File: src/rtl/noc_link_pkg.sv
// Shared types and constants for the credit-based NoC link stage.
//   link_state_e     : wormhole framing checker states
//   ERR_*            : bit positions of the sticky error flags
//   credit_cnt_width : width needed to hold 0..depth inclusive
package noc_link_pkg;

  typedef enum logic [0:0] {
    IDLE   = 1'b0,
    IN_PKT = 1'b1
  } link_state_e;

  localparam int unsigned ERR_OVF = 0;
  localparam int unsigned ERR_UNF = 1;
  localparam int unsigned ERR_FRM = 2;
  localparam int unsigned NUM_ERR = 3;

  function automatic int unsigned credit_cnt_width(input int unsigned depth);
    return $clog2(depth + 1);
  endfunction

endpackage

File: src/rtl/noc_link_delay_line.sv
// Fixed-latency retiming line for long inter-tile wires.
//   clk_i, rst_ni : clock and asynchronous active-low reset
//   valid_i/o     : qualifier bit, reset to 0 in every stage
//   data_i/o      : payload bits, not reset (only meaningful with valid)
// STAGES = 0 degenerates to plain wires.
module noc_link_delay_line #(
  parameter int unsigned WIDTH  = 1,
  parameter int unsigned STAGES = 0
) (
  input  logic             clk_i,
  input  logic             rst_ni,
  input  logic             valid_i,
  input  logic [WIDTH-1:0] data_i,
  output logic             valid_o,
  output logic [WIDTH-1:0] data_o
);

  if (STAGES == 0) begin : g_wire
    logic unused_clk_rst;
    assign unused_clk_rst = clk_i ^ rst_ni;
    assign valid_o        = valid_i;
    assign data_o         = data_i;
  end else begin : g_pipe
    logic             valid_q [STAGES];
    logic [WIDTH-1:0] data_q  [STAGES];

    always_ff @(posedge clk_i or negedge rst_ni) begin
      if (!rst_ni) begin
        for (int i = 0; i < STAGES; i++) valid_q[i] <= 1'b0;
      end else begin
        valid_q[0] <= valid_i;
        for (int i = 1; i < STAGES; i++) valid_q[i] <= valid_q[i-1];
      end
    end

    // Payload needs no reset: consumers qualify it with the valid bit.
    always_ff @(posedge clk_i) begin
      data_q[0] <= data_i;
      for (int i = 1; i < STAGES; i++) data_q[i] <= data_q[i-1];
    end

    assign valid_o = valid_q[STAGES-1];
    assign data_o  = data_q[STAGES-1];
  end

endmodule

File: src/rtl/noc_credit_link.sv
// Credit-based router-to-router link stage with protocol checking.
//   clk_noc, rst_n            : NoC clock, asynchronous active-low reset
//   data_in/dest_in/is_tail_in/send_in -> data_out/dest_out/is_tail_out/send_out
//                               : forward flit path, NUM_PIPELINE cycles
//   credit_in -> credit_out   : reverse credit path, NUM_PIPELINE cycles
//   clear_stats               : synchronous clear of counters and error flags
//   flit_count/packet_count   : wrapping debug counters of upstream traffic
//   err_credit_overflow/underflow, err_framing : sticky protocol error flags
module noc_credit_link
  import noc_link_pkg::*;
#(
  parameter int unsigned FLIT_WIDTH        = 64,
  parameter int unsigned DEST_WIDTH        = 4,
  parameter int unsigned FLIT_BUFFER_DEPTH = 8,
  parameter int unsigned NUM_PIPELINE      = 0,
  parameter int unsigned COUNT_WIDTH       = 16
) (
  input  logic                   clk_noc,
  input  logic                   rst_n,
  input  logic [FLIT_WIDTH-1:0]  data_in,
  input  logic [DEST_WIDTH-1:0]  dest_in,
  input  logic                   is_tail_in,
  input  logic                   send_in,
  output logic                   credit_out,
  output logic [FLIT_WIDTH-1:0]  data_out,
  output logic [DEST_WIDTH-1:0]  dest_out,
  output logic                   is_tail_out,
  output logic                   send_out,
  input  logic                   credit_in,
  input  logic                   clear_stats,
  output logic [COUNT_WIDTH-1:0] flit_count,
  output logic [COUNT_WIDTH-1:0] packet_count,
  output logic                   err_credit_overflow,
  output logic                   err_credit_underflow,
  output logic                   err_framing
);

  localparam int unsigned FwdW = FLIT_WIDTH + DEST_WIDTH + 1;
  localparam int unsigned CntW = credit_cnt_width(FLIT_BUFFER_DEPTH);
  localparam logic [CntW-1:0] CntMax = CntW'(FLIT_BUFFER_DEPTH);

  // Delay lines
  logic credit_payload_unused;

  noc_link_delay_line #(
    .WIDTH  (FwdW),
    .STAGES (NUM_PIPELINE)
  ) u_fwd (
    .clk_i   (clk_noc),
    .rst_ni  (rst_n),
    .valid_i (send_in),
    .data_i  ({data_in, dest_in, is_tail_in}),
    .valid_o (send_out),
    .data_o  ({data_out, dest_out, is_tail_out})
  );

  noc_link_delay_line #(
    .WIDTH  (1),
    .STAGES (NUM_PIPELINE)
  ) u_crd (
    .clk_i   (clk_noc),
    .rst_ni  (rst_n),
    .valid_i (credit_in),
    .data_i  (1'b0),
    .valid_o (credit_out),
    .data_o  (credit_payload_unused)
  );

  // Shadow credit counter, observed on the upstream side of the link.
  logic [CntW-1:0] credit_cnt_q, credit_cnt_d;
  logic            ovf_evt, unf_evt;

  always_comb begin
    credit_cnt_d = credit_cnt_q;
    ovf_evt      = 1'b0;
    unf_evt      = 1'b0;
    if (send_in && !credit_out) begin
      if (credit_cnt_q == '0) ovf_evt = 1'b1;
      else                    credit_cnt_d = credit_cnt_q - 1'b1;
    end else if (credit_out && !send_in) begin
      if (credit_cnt_q == CntMax) unf_evt = 1'b1;
      else                        credit_cnt_d = credit_cnt_q + 1'b1;
    end
  end

  // Wormhole framing checker: every flit of a packet must carry the head's dest.
  link_state_e           state_q, state_d;
  logic [DEST_WIDTH-1:0] dest_q, dest_d;
  logic                  frm_evt;

  always_comb begin
    state_d = state_q;
    dest_d  = dest_q;
    frm_evt = 1'b0;
    unique case (state_q)
      IDLE: begin
        if (send_in && !is_tail_in) begin
          dest_d  = dest_in;
          state_d = IN_PKT;
        end
      end
      IN_PKT: begin
        if (send_in) begin
          if (dest_in != dest_q) frm_evt = 1'b1;
          if (is_tail_in)        state_d = IDLE;
        end
      end
      default: state_d = IDLE;
    endcase
  end

  // Statistics and sticky flags; a same-cycle clear discards the event.
  logic [COUNT_WIDTH-1:0] flit_cnt_q, flit_cnt_d;
  logic [COUNT_WIDTH-1:0] pkt_cnt_q, pkt_cnt_d;
  logic [NUM_ERR-1:0]     err_q, err_d, err_evt;

  always_comb begin
    err_evt          = '0;
    err_evt[ERR_OVF] = ovf_evt;
    err_evt[ERR_UNF] = unf_evt;
    err_evt[ERR_FRM] = frm_evt;
    if (clear_stats) begin
      flit_cnt_d = '0;
      pkt_cnt_d  = '0;
      err_d      = '0;
    end else begin
      flit_cnt_d = flit_cnt_q + COUNT_WIDTH'(send_in);
      pkt_cnt_d  = pkt_cnt_q + COUNT_WIDTH'(send_in && is_tail_in);
      err_d      = err_q | err_evt;
    end
  end

  always_ff @(posedge clk_noc or negedge rst_n) begin
    if (!rst_n) begin
      credit_cnt_q <= CntMax;
      state_q      <= IDLE;
      dest_q       <= '0;
      flit_cnt_q   <= '0;
      pkt_cnt_q    <= '0;
      err_q        <= '0;
    end else begin
      credit_cnt_q <= credit_cnt_d;
      state_q      <= state_d;
      dest_q       <= dest_d;
      flit_cnt_q   <= flit_cnt_d;
      pkt_cnt_q    <= pkt_cnt_d;
      err_q        <= err_d;
    end
  end

  assign flit_count           = flit_cnt_q;
  assign packet_count         = pkt_cnt_q;
  assign err_credit_overflow  = err_q[ERR_OVF];
  assign err_credit_underflow = err_q[ERR_UNF];
  assign err_framing          = err_q[ERR_FRM];

endmodule

File: config.mk
export PLATFORM = sky130hd
export DESIGN_NAME = noc_credit_link
export DESIGN_NICKNAME = d
export VERILOG_FILES = /design/src/rtl/noc_link_pkg.sv /design/src/rtl/noc_link_delay_line.sv /design/src/rtl/noc_credit_link.sv
export SDC_FILE = /design/constraint.sdc
export NUM_CORES = 1
export LEC_CHECK = 0
export BUFFER_PORTS_ARGS = -buffer_cell sky130_fd_sc_hd__buf_2
export CAP_MARGIN = 10
export CORE_AREA = 2 2 81 90
export CTS_CLUSTER_SIZE = 24
export DETAILED_ROUTE_END_ITERATION = 6
export DIE_AREA = 0 0 83 92
export MAX_ROUTING_LAYER = met4
export PLACE_DENSITY = 0.9
export SLEW_MARGIN = 20
export SYNTH_ARGS = -nofsm -noshare
export SYNTH_HDL_FRONTEND = slang
export SYNTH_SLANG_ARGS = --single-unit
File: constraint.sdc
create_clock -name clk_noc -period 1.79 [get_ports clk_noc]
set_input_delay 0.2685 -clock clk_noc [delete_from_list [all_inputs] [get_ports clk_noc]]
set_output_delay 0.2685 -clock clk_noc [all_outputs]
set_load 0.02 [all_outputs]
==> flow_summary.toml, run 1 <==
[run_status]
status = "finished, final reports clean"

[power_and_ir_drop]
p_switching_mw = 0.660
vdd_drop_max_v = 0.000461
p_leak_nw = 1.36
power.total_mw = 2.25
swShare_pct = 29.4
power_frac_comb_pct = 17.7
p_int_mw = 1.59
power_density_nw_per_um2 = 806
p_seq_share_pct = 53.5
clkPwrFrac_pct = 28.8

[clock_network]
cts_tree = "yes"
clockRootBuffer = "clkbuf_8"
clk_latency_ns = 0.29
cts_setup_buffers = 0
cts.sinks = 44
h-tree-depth = 2
clk_pin_slew_ns = 0.09
cts-buffers-inserted = 5
clk_path_buf_depth = 2

[floorplan]
dieArea_sq_um = 7640
die_h_microns = 92
num_rows = 32
die_x_microns = 83
core_sq_um = 6850
boundaryPins = 180
start_util_pct = 41.2

[worst_setup_path]
reg2reg_slack_ns = 0.23
worst_setup_path_start_kind = "flip-flop"
path_buf_inv = 0
arrival_ns = 1.74
crit_chain = "nand3_2 -> nor4_4 -> nand3_2 -> mux2_4"
cpMostUsedCell = "nand3_2"
worstSetupPathType = "reg2reg"
critPathRequiredTime_ns = 1.97
cp_max_fo = 6
timing.rr.end = "flit_count[13]$_DFF_PN0_"
end_kind = "flip-flop"
crit_path_top_delay_cell = "dfrtp_1"
reg2reg_depth = 4
crit_family = "simple AND/OR/NAND/NOR gates"
timing.rr.start = "flit_count[1]$_DFF_PN0_"
max_stage_delay_ns = 0.48

[synthesis]
synth.ff_latch_count = 44
syn-instance-count = 300
yosysTopAreaCell = "dfrtp_1"
ys_types = 38
yosysSeqAreaShare_pct = 39.1
synth_area_sq_um = 2820
synthesis.nets = 382
synth_fa_ha_area_share_pct = 3.55
synthFlopType = "dfrtp_1"
yosys.area_share.simple_pct = 18.4
ys_top_cells_by_area = "dfrtp_1 38%, buf_4 19%, xor2_1 4.7%"
avgSynthCellArea_sq_um = 9.39
synth-edff-count = 0
yosysTopAreaCellShare_pct = 38.2
synth_most_common_cell = "buf_4"
synth_compound_area_share_pct = 6.39
async_flop_share_pct = 100
synthMuxAreaShare_pct = 2.13
synth_common_cells = "73 x buf_4, 43 x dfrtp_1, 28 x nor2_1"
yosys.area_share.xor_xnor_pct = 8.70
yosysWarningCount = 0
synth_top_family_by_area = "buffers and inverters"

[global_routing]
grt_pass1_vias = 1895
antenna_found_initial = 0
grt_overflow = 0
grt_max_degree = 27
track_usage_pct = 13.9
grt_pass1_wl_microns = 8560

[final_layout]
num_antenna_cells = 0
nets = 369
area_delta_synth_final_pct = -1.11
drive_above_1_share_pct = 27.4
fillCellCount = 647
post-route-util_pct = 40.7
final_cells = 373

[place]
place_inst = 364
place.detailed.hpwl_microns = 3980
dp_slack_ns = 0.0476
portBuffers = 51
place_congestion = 0.842

[sta]
slew_violations = 0
fin_tns_setup_ns = 0
finClkSkew_ns = 0.00945
tightest_slew_ns = 0.458
relSlewSlack_pct = 69.5
period_needed_ns = 1.56
hold_viol_final = 0
fmax_ghz = 0.640
setup_viol = 0
setup_slack_ns = 0.228
rsz0062_at_grt = "no"
fin_crit_sh_pct = 87.3

[min_path]
min_path_cells = 2
hp-class = "in2reg"
holdPathEnd = "dest_q[2]$_DFFE_PN0P_"
hold_start = "dest_in[2]"

[routing]
antenna_left = 0
avgViaCountPerCell = 5.13
dr_total_vias = 1914
avgRoutedWirePerCell_microns = 14.2
dr.pass1.iters = 4
initialDrtViolationCount = 58
drt-total-wl_microns = 5290
drc = 0

[flow_run]
drv_cap = 0
## registers in the layout, indices dropped and copies added (netlist names), named ones only
name          flops
flit_count       16
err_q             3
dest_q            4
credit_cnt_q      4
packet_count     16
## cell families (layout without fill, tap and decap cells)
group / Yosys count / in the layout
multiplexers: 5 / 5
adder cells (fa/ha/maj): 8 / 8
XOR/XNOR: 28 / 28
AND/OR/NAND/NOR: 94 / 94
AO/OA/AOI/OAI: 32 / 32
buffers and inverters: 89 / 77
flip-flops: 44 / 44
## layout by cell type (no fill, tap or decap), types with 6 or more instances in the layout
cell type / Yosys / layout
a21oi_1: 15 / 15
buf_2: 2 / 51
buf_4: 73 / 9
clkbuf_8: 0 / 6
dfrtp_1: 43 / 43
ha_1: 8 / 8
inv_1: 7 / 7
nand2_1: 12 / 12
nand3_1: 10 / 10
nand4_1: 7 / 7
nor2_1: 28 / 28
o21ai_0: 10 / 10
or3_1: 8 / 8
xnor2_1: 13 / 13
xor2_1: 15 / 15
## per-layer routing
layer	routed length [microns]	track usage, %	share of wire, %	vias up
met3	291	3.51	5.5	36
met1	2120	14.3	40	914
li1	-	-	-	904
met4	218	8.47	4.1	0
met2	2660	24.0	50	60
met5	0	-	0	-
## timing repair
| item | in CTS | in global routing |
|---|---|---|
| hold buffers | 1 | 0 |
| endpoints found under the hold margin | 18 | 0 |
| resized for setup | 0 | 0 |
## cell type report
class	count	area [sq um]	share of cell area, %
clock buffers	7	86.3	3.10
clock inverters	1	7.51	0.269
inverters	7	26.3	0.943
multi-input cells	167	1100	39.6
flip-flops and latches	44	1100	39.6
well taps	85	106	3.82
repair buffers	62	353	12.7
## how the worst max path moves through the flow
| stage | start | end | slack (ns) | cells past startpoint |
|---|---|---|---|---|
| after detailed placement | send_in | packet_count[14]$_DFF_PN0_ | 0.05 | 7 |
| after global routing | credit_cnt_q[1]$_DFFE_PN0P_ | credit_cnt_q[2]$_DFFE_PN0P_ | 0.13 | 6 |
| final | flit_count[1]$_DFF_PN0_ | flit_count[13]$_DFF_PN0_ | 0.23 | 4 |
| after global placement | send_in | packet_count[15]$_DFF_PN0_ | 0.11 | 7 |
| after CTS | flit_count[1]$_DFF_PN0_ | flit_count[13]$_DFF_PN0_ | 0.22 | 4 |
| after floorplan | credit_in | credit_cnt_q[2]$_DFFE_PN0P_ | 0.17 | 9 |
## stage by stage
stage	instance area (sq um)	hold slack (ns)
2_1_floorplan	2820	-0.0271
3_3_place_gp	2680	0.238
3_5_place_dp	2680	0.245
4_1_cts	2790	0.237
5_1_grt	2790	0.243
6_report	2790	0.246
## power groups by stage
stage	Combinational (mW)	Sequential, mW	Clock [mW]
2_1_floorplan	0.525	1.18	0
3_3_place_gp	0.380	1.21	0
3_5_place_dp	0.398	1.22	0
4_1_cts	0.402	1.20	0.672
5_1_grt	0.446	1.22	0.704
6_report	0.397	1.20	0.646
Note: power is estimated with default switching activity, not from simulation.
==> run 2, diff against run 1 <==
Settings changed: ABC_AREA set to 1, CORE_AREA 2 2 81 90 to 2 2 81 91, DIE_AREA 0 0 83 92 to 0 0 83 93, PLACE_DENSITY 0.9 to 0.91.
==> run 2 against run 1 <==
  * First-iteration DRC count grew 50%
  * Non-clock buffer count shrank 8
  * Setup slack gained 0.19 ns
  * Sequential power is essentially flat
  * Sequential cell count is the same
  * Count of clock-buffer cells in the layout shrank 1
  * Sequential share of layout area shrank 1.3 points
  * Via count grew 14%
  * Largest cell class unchanged
  * Clock skew shrank 0.0065 ns
  * Synthesized area grew 3.9%
==> flow_summary.toml, run 2 <==
[synthesis]
synth_most_common_cell = "buf_4"
yosysTopAreaCellShare_pct = 36.8
synth.ff_latch_count = 44
syn-instance-count = 366
synth_common_cells = "71 x buf_4, 63 x nand2_1, 51 x nor2_1"
avgSynthCellArea_sq_um = 8.00
yosysSeqAreaShare_pct = 37.6
ys_top_cells_by_area = "dfrtp_1 37%, buf_4 18%, nand2_1 8.1%"
yosysWarningCount = 0
synth_area_sq_um = 2930
synthFlopType = "dfrtp_1"
synth-edff-count = 0
synthesis.nets = 448
async_flop_share_pct = 100
ys_types = 27
yosysTopAreaCell = "dfrtp_1"

[worst_setup_path]
max_stage_delay_ns = 0.27
crit_chain = "buf_2 -> ha_1 -> nand2_1 -> inv_1 -> nor2_1 -> ha_1 -> a21oi_1 -> xnor2_1 -> nand2_1 -> o21ai_0"
timing.rr.start = "credit_cnt_q[1]$_DFFE_PN0P_"
path_buf_inv = 2
end_kind = "flip-flop"
worstSetupPathType = "in2reg"
timing.rr.end = "credit_cnt_q[2]$_DFFE_PN0P_"
arrival_ns = 1.58
crit_family = "adder cells"
crit_path_top_delay_cell = "ha_1"
worst_setup_path_start_kind = "primary input"
critPathRequiredTime_ns = 2.00
cp_max_fo = 8
reg2reg_slack_ns = 0.43
reg2reg_depth = 8

[floorplan]
boundaryPins = 180
die_x_microns = 83
start_util_pct = 42.8
num_rows = 32
die_h_microns = 93
dieArea_sq_um = 7720
core_sq_um = 6850

[final_layout]
layout_common_cells = "63 x nand2_1, 51 x nor2_1, 51 x buf_2"
fillCellCount = 670
nets = 435
drive_above_1_share_pct = 24.3
final_cells = 439
layout_commonest_cell = "nand2_1"
num_antenna_cells = 0
area_delta_synth_final_pct = -1.67

[power_and_ir_drop]
p_leak_nw = 1.49
power_density_nw_per_um2 = 839
vdd_drop_max_v = 0.000693
power.total_mw = 2.41

[sta]
hold_viol_final = 0
period_needed_ns = 1.37
rsz0062_at_grt = "no"
tightest_slew_ns = 0.507
fmax_ghz = 0.729
fin_hold_ws_ns = 0.249
relSlewSlack_pct = 66.0
slew_violations = 0
fin_tns_setup_ns = 0
setup_viol = 0
finClkSkew_ns = 0.00291
setup_slack_ns = 0.418
fin_crit_sh_pct = 76.7

[routing]
dr.pass1.iters = 5
avgRoutedWirePerCell_microns = 13.0
drt-total-wl_microns = 5720
dr_total_vias = 2191
initialDrtViolationCount = 87
avgViaCountPerCell = 4.99
drc = 0
antenna_left = 0

[clock_network]
clk_path_buf_depth = 2
cts.sinks = 44
clk_latency_ns = 0.29
cts_tree = "yes"
clockRootBuffer = "clkbuf_8"
clk_pin_slew_ns = 0.08
h-tree-depth = 2
cts-buffers-inserted = 5

[min_path]
holdPathEnd = "dest_q[2]$_DFFE_PN0P_"
min_path_cells = 2
hp-class = "in2reg"
hold_start = "dest_in[2]"

[run_status]
status = "finished, final reports clean"

[place]
dp_slack_ns = 0.148
place_inst = 430
portBuffers = 51
place.detailed.hpwl_microns = 4400
place_congestion = 0.957

[global_routing]
grt_overflow = 0
antenna_found_initial = 0
grt_max_degree = 26
track_usage_pct = 15.8
grt_pass1_vias = 2152
grt_pass1_wl_microns = 9690

[flow_run]
drv_cap = 0
run 2: layer usage:
| metal | wire length (microns) | global-route usage [%] |
|---|---|---|
| met3 | 505 | 4.32 |
| met2 | 2740 | 25.9 |
| met5 | 0 | - |
| met1 | 2200 | 16.9 |
| met4 | 274 | 10.7 |
run 2: worst max-delay path by stage:
stage,from,cells past startpoint,slack (ns),to
2_1_floorplan,packet_count[0]$_DFF_PN0_,8,0.44,packet_count[15]$_DFF_PN0_
3_3_place_gp,send_in,10,0.30,credit_cnt_q[2]$_DFFE_PN0P_
3_5_place_dp,send_in,10,0.15,credit_cnt_q[2]$_DFFE_PN0P_
4_1_cts,flit_count[0]$_DFF_PN0_,9,0.42,flit_count[14]$_DFF_PN0_
5_1_grt,packet_count[0]$_DFF_PN0_,9,0.27,packet_count[15]$_DFF_PN0_
6_report,send_in,10,0.42,credit_cnt_q[2]$_DFFE_PN0P_
run 2: final cells by class:
class	count	area, sq um	share of cell area, %
Timing Repair Buffer	54	293	10.2
Inverter	39	146	5.08
Clock inverter	2	35.0	1.22
Tap cell	85	106	3.69
Clock buffer	6	72.6	2.52
Multi-Input combinational cell	209	1120	39.0
Sequential cell	44	1100	38.3
run 2: worst reg2reg max path, delay by kind of cell (launching register included):
kind | cells | cell delay [ns]
adder cells (fa/ha/maj) | 1 | 0.18
XOR/XNOR | 1 | 0.16
flip-flops | 1 | 0.41
buffers and inverters | 1 | 0.09
AND/OR/NAND/NOR | 3 | 0.22
AO/OA/AOI/OAI | 2 | 0.23
run 2: logic make-up (layout without fill, tap and decap cells):
group	after synthesis	in the layout	synth area share, %
mux	4	4	1.54
flops	44	44	37.6
xor+xnor	12	12	3.59
compound gates	33	33	5.94
buf+inv	113	101	24.0
fa+ha+maj	8	8	3.42
simple gates	152	152	23.9
run 2: where the power goes:
| group | leakage, nW | internal, mW | switching, mW |
|---|---|---|---|
| logic | 0.841 | 0.191 | 0.298 |
| clock network | 0.0552 | 0.414 | 0.323 |
| registers | 0.591 | 1.09 | 0.102 |
| total | 1.49 | 1.69 | 0.724 |
run 2: what timing repair did:
action,in CTS,in global routing
gates resized for setup,0,0
endpoints found under the hold margin,19,0
buffers inserted,0,0
hold buffers,1,0
run 2: stage by stage:
| stage | utilization [%] | area (sq um) |
|---|---|---|
| 2_1_floorplan | - | 2930 |
| 3_3_place_gp | 40.3 | 2760 |
| 3_5_place_dp | 40.3 | 2760 |
| 4_1_cts | 42.1 | 2880 |
| 5_1_grt | 42.1 | 2880 |
| 6_report | 42.1 | 2880 |
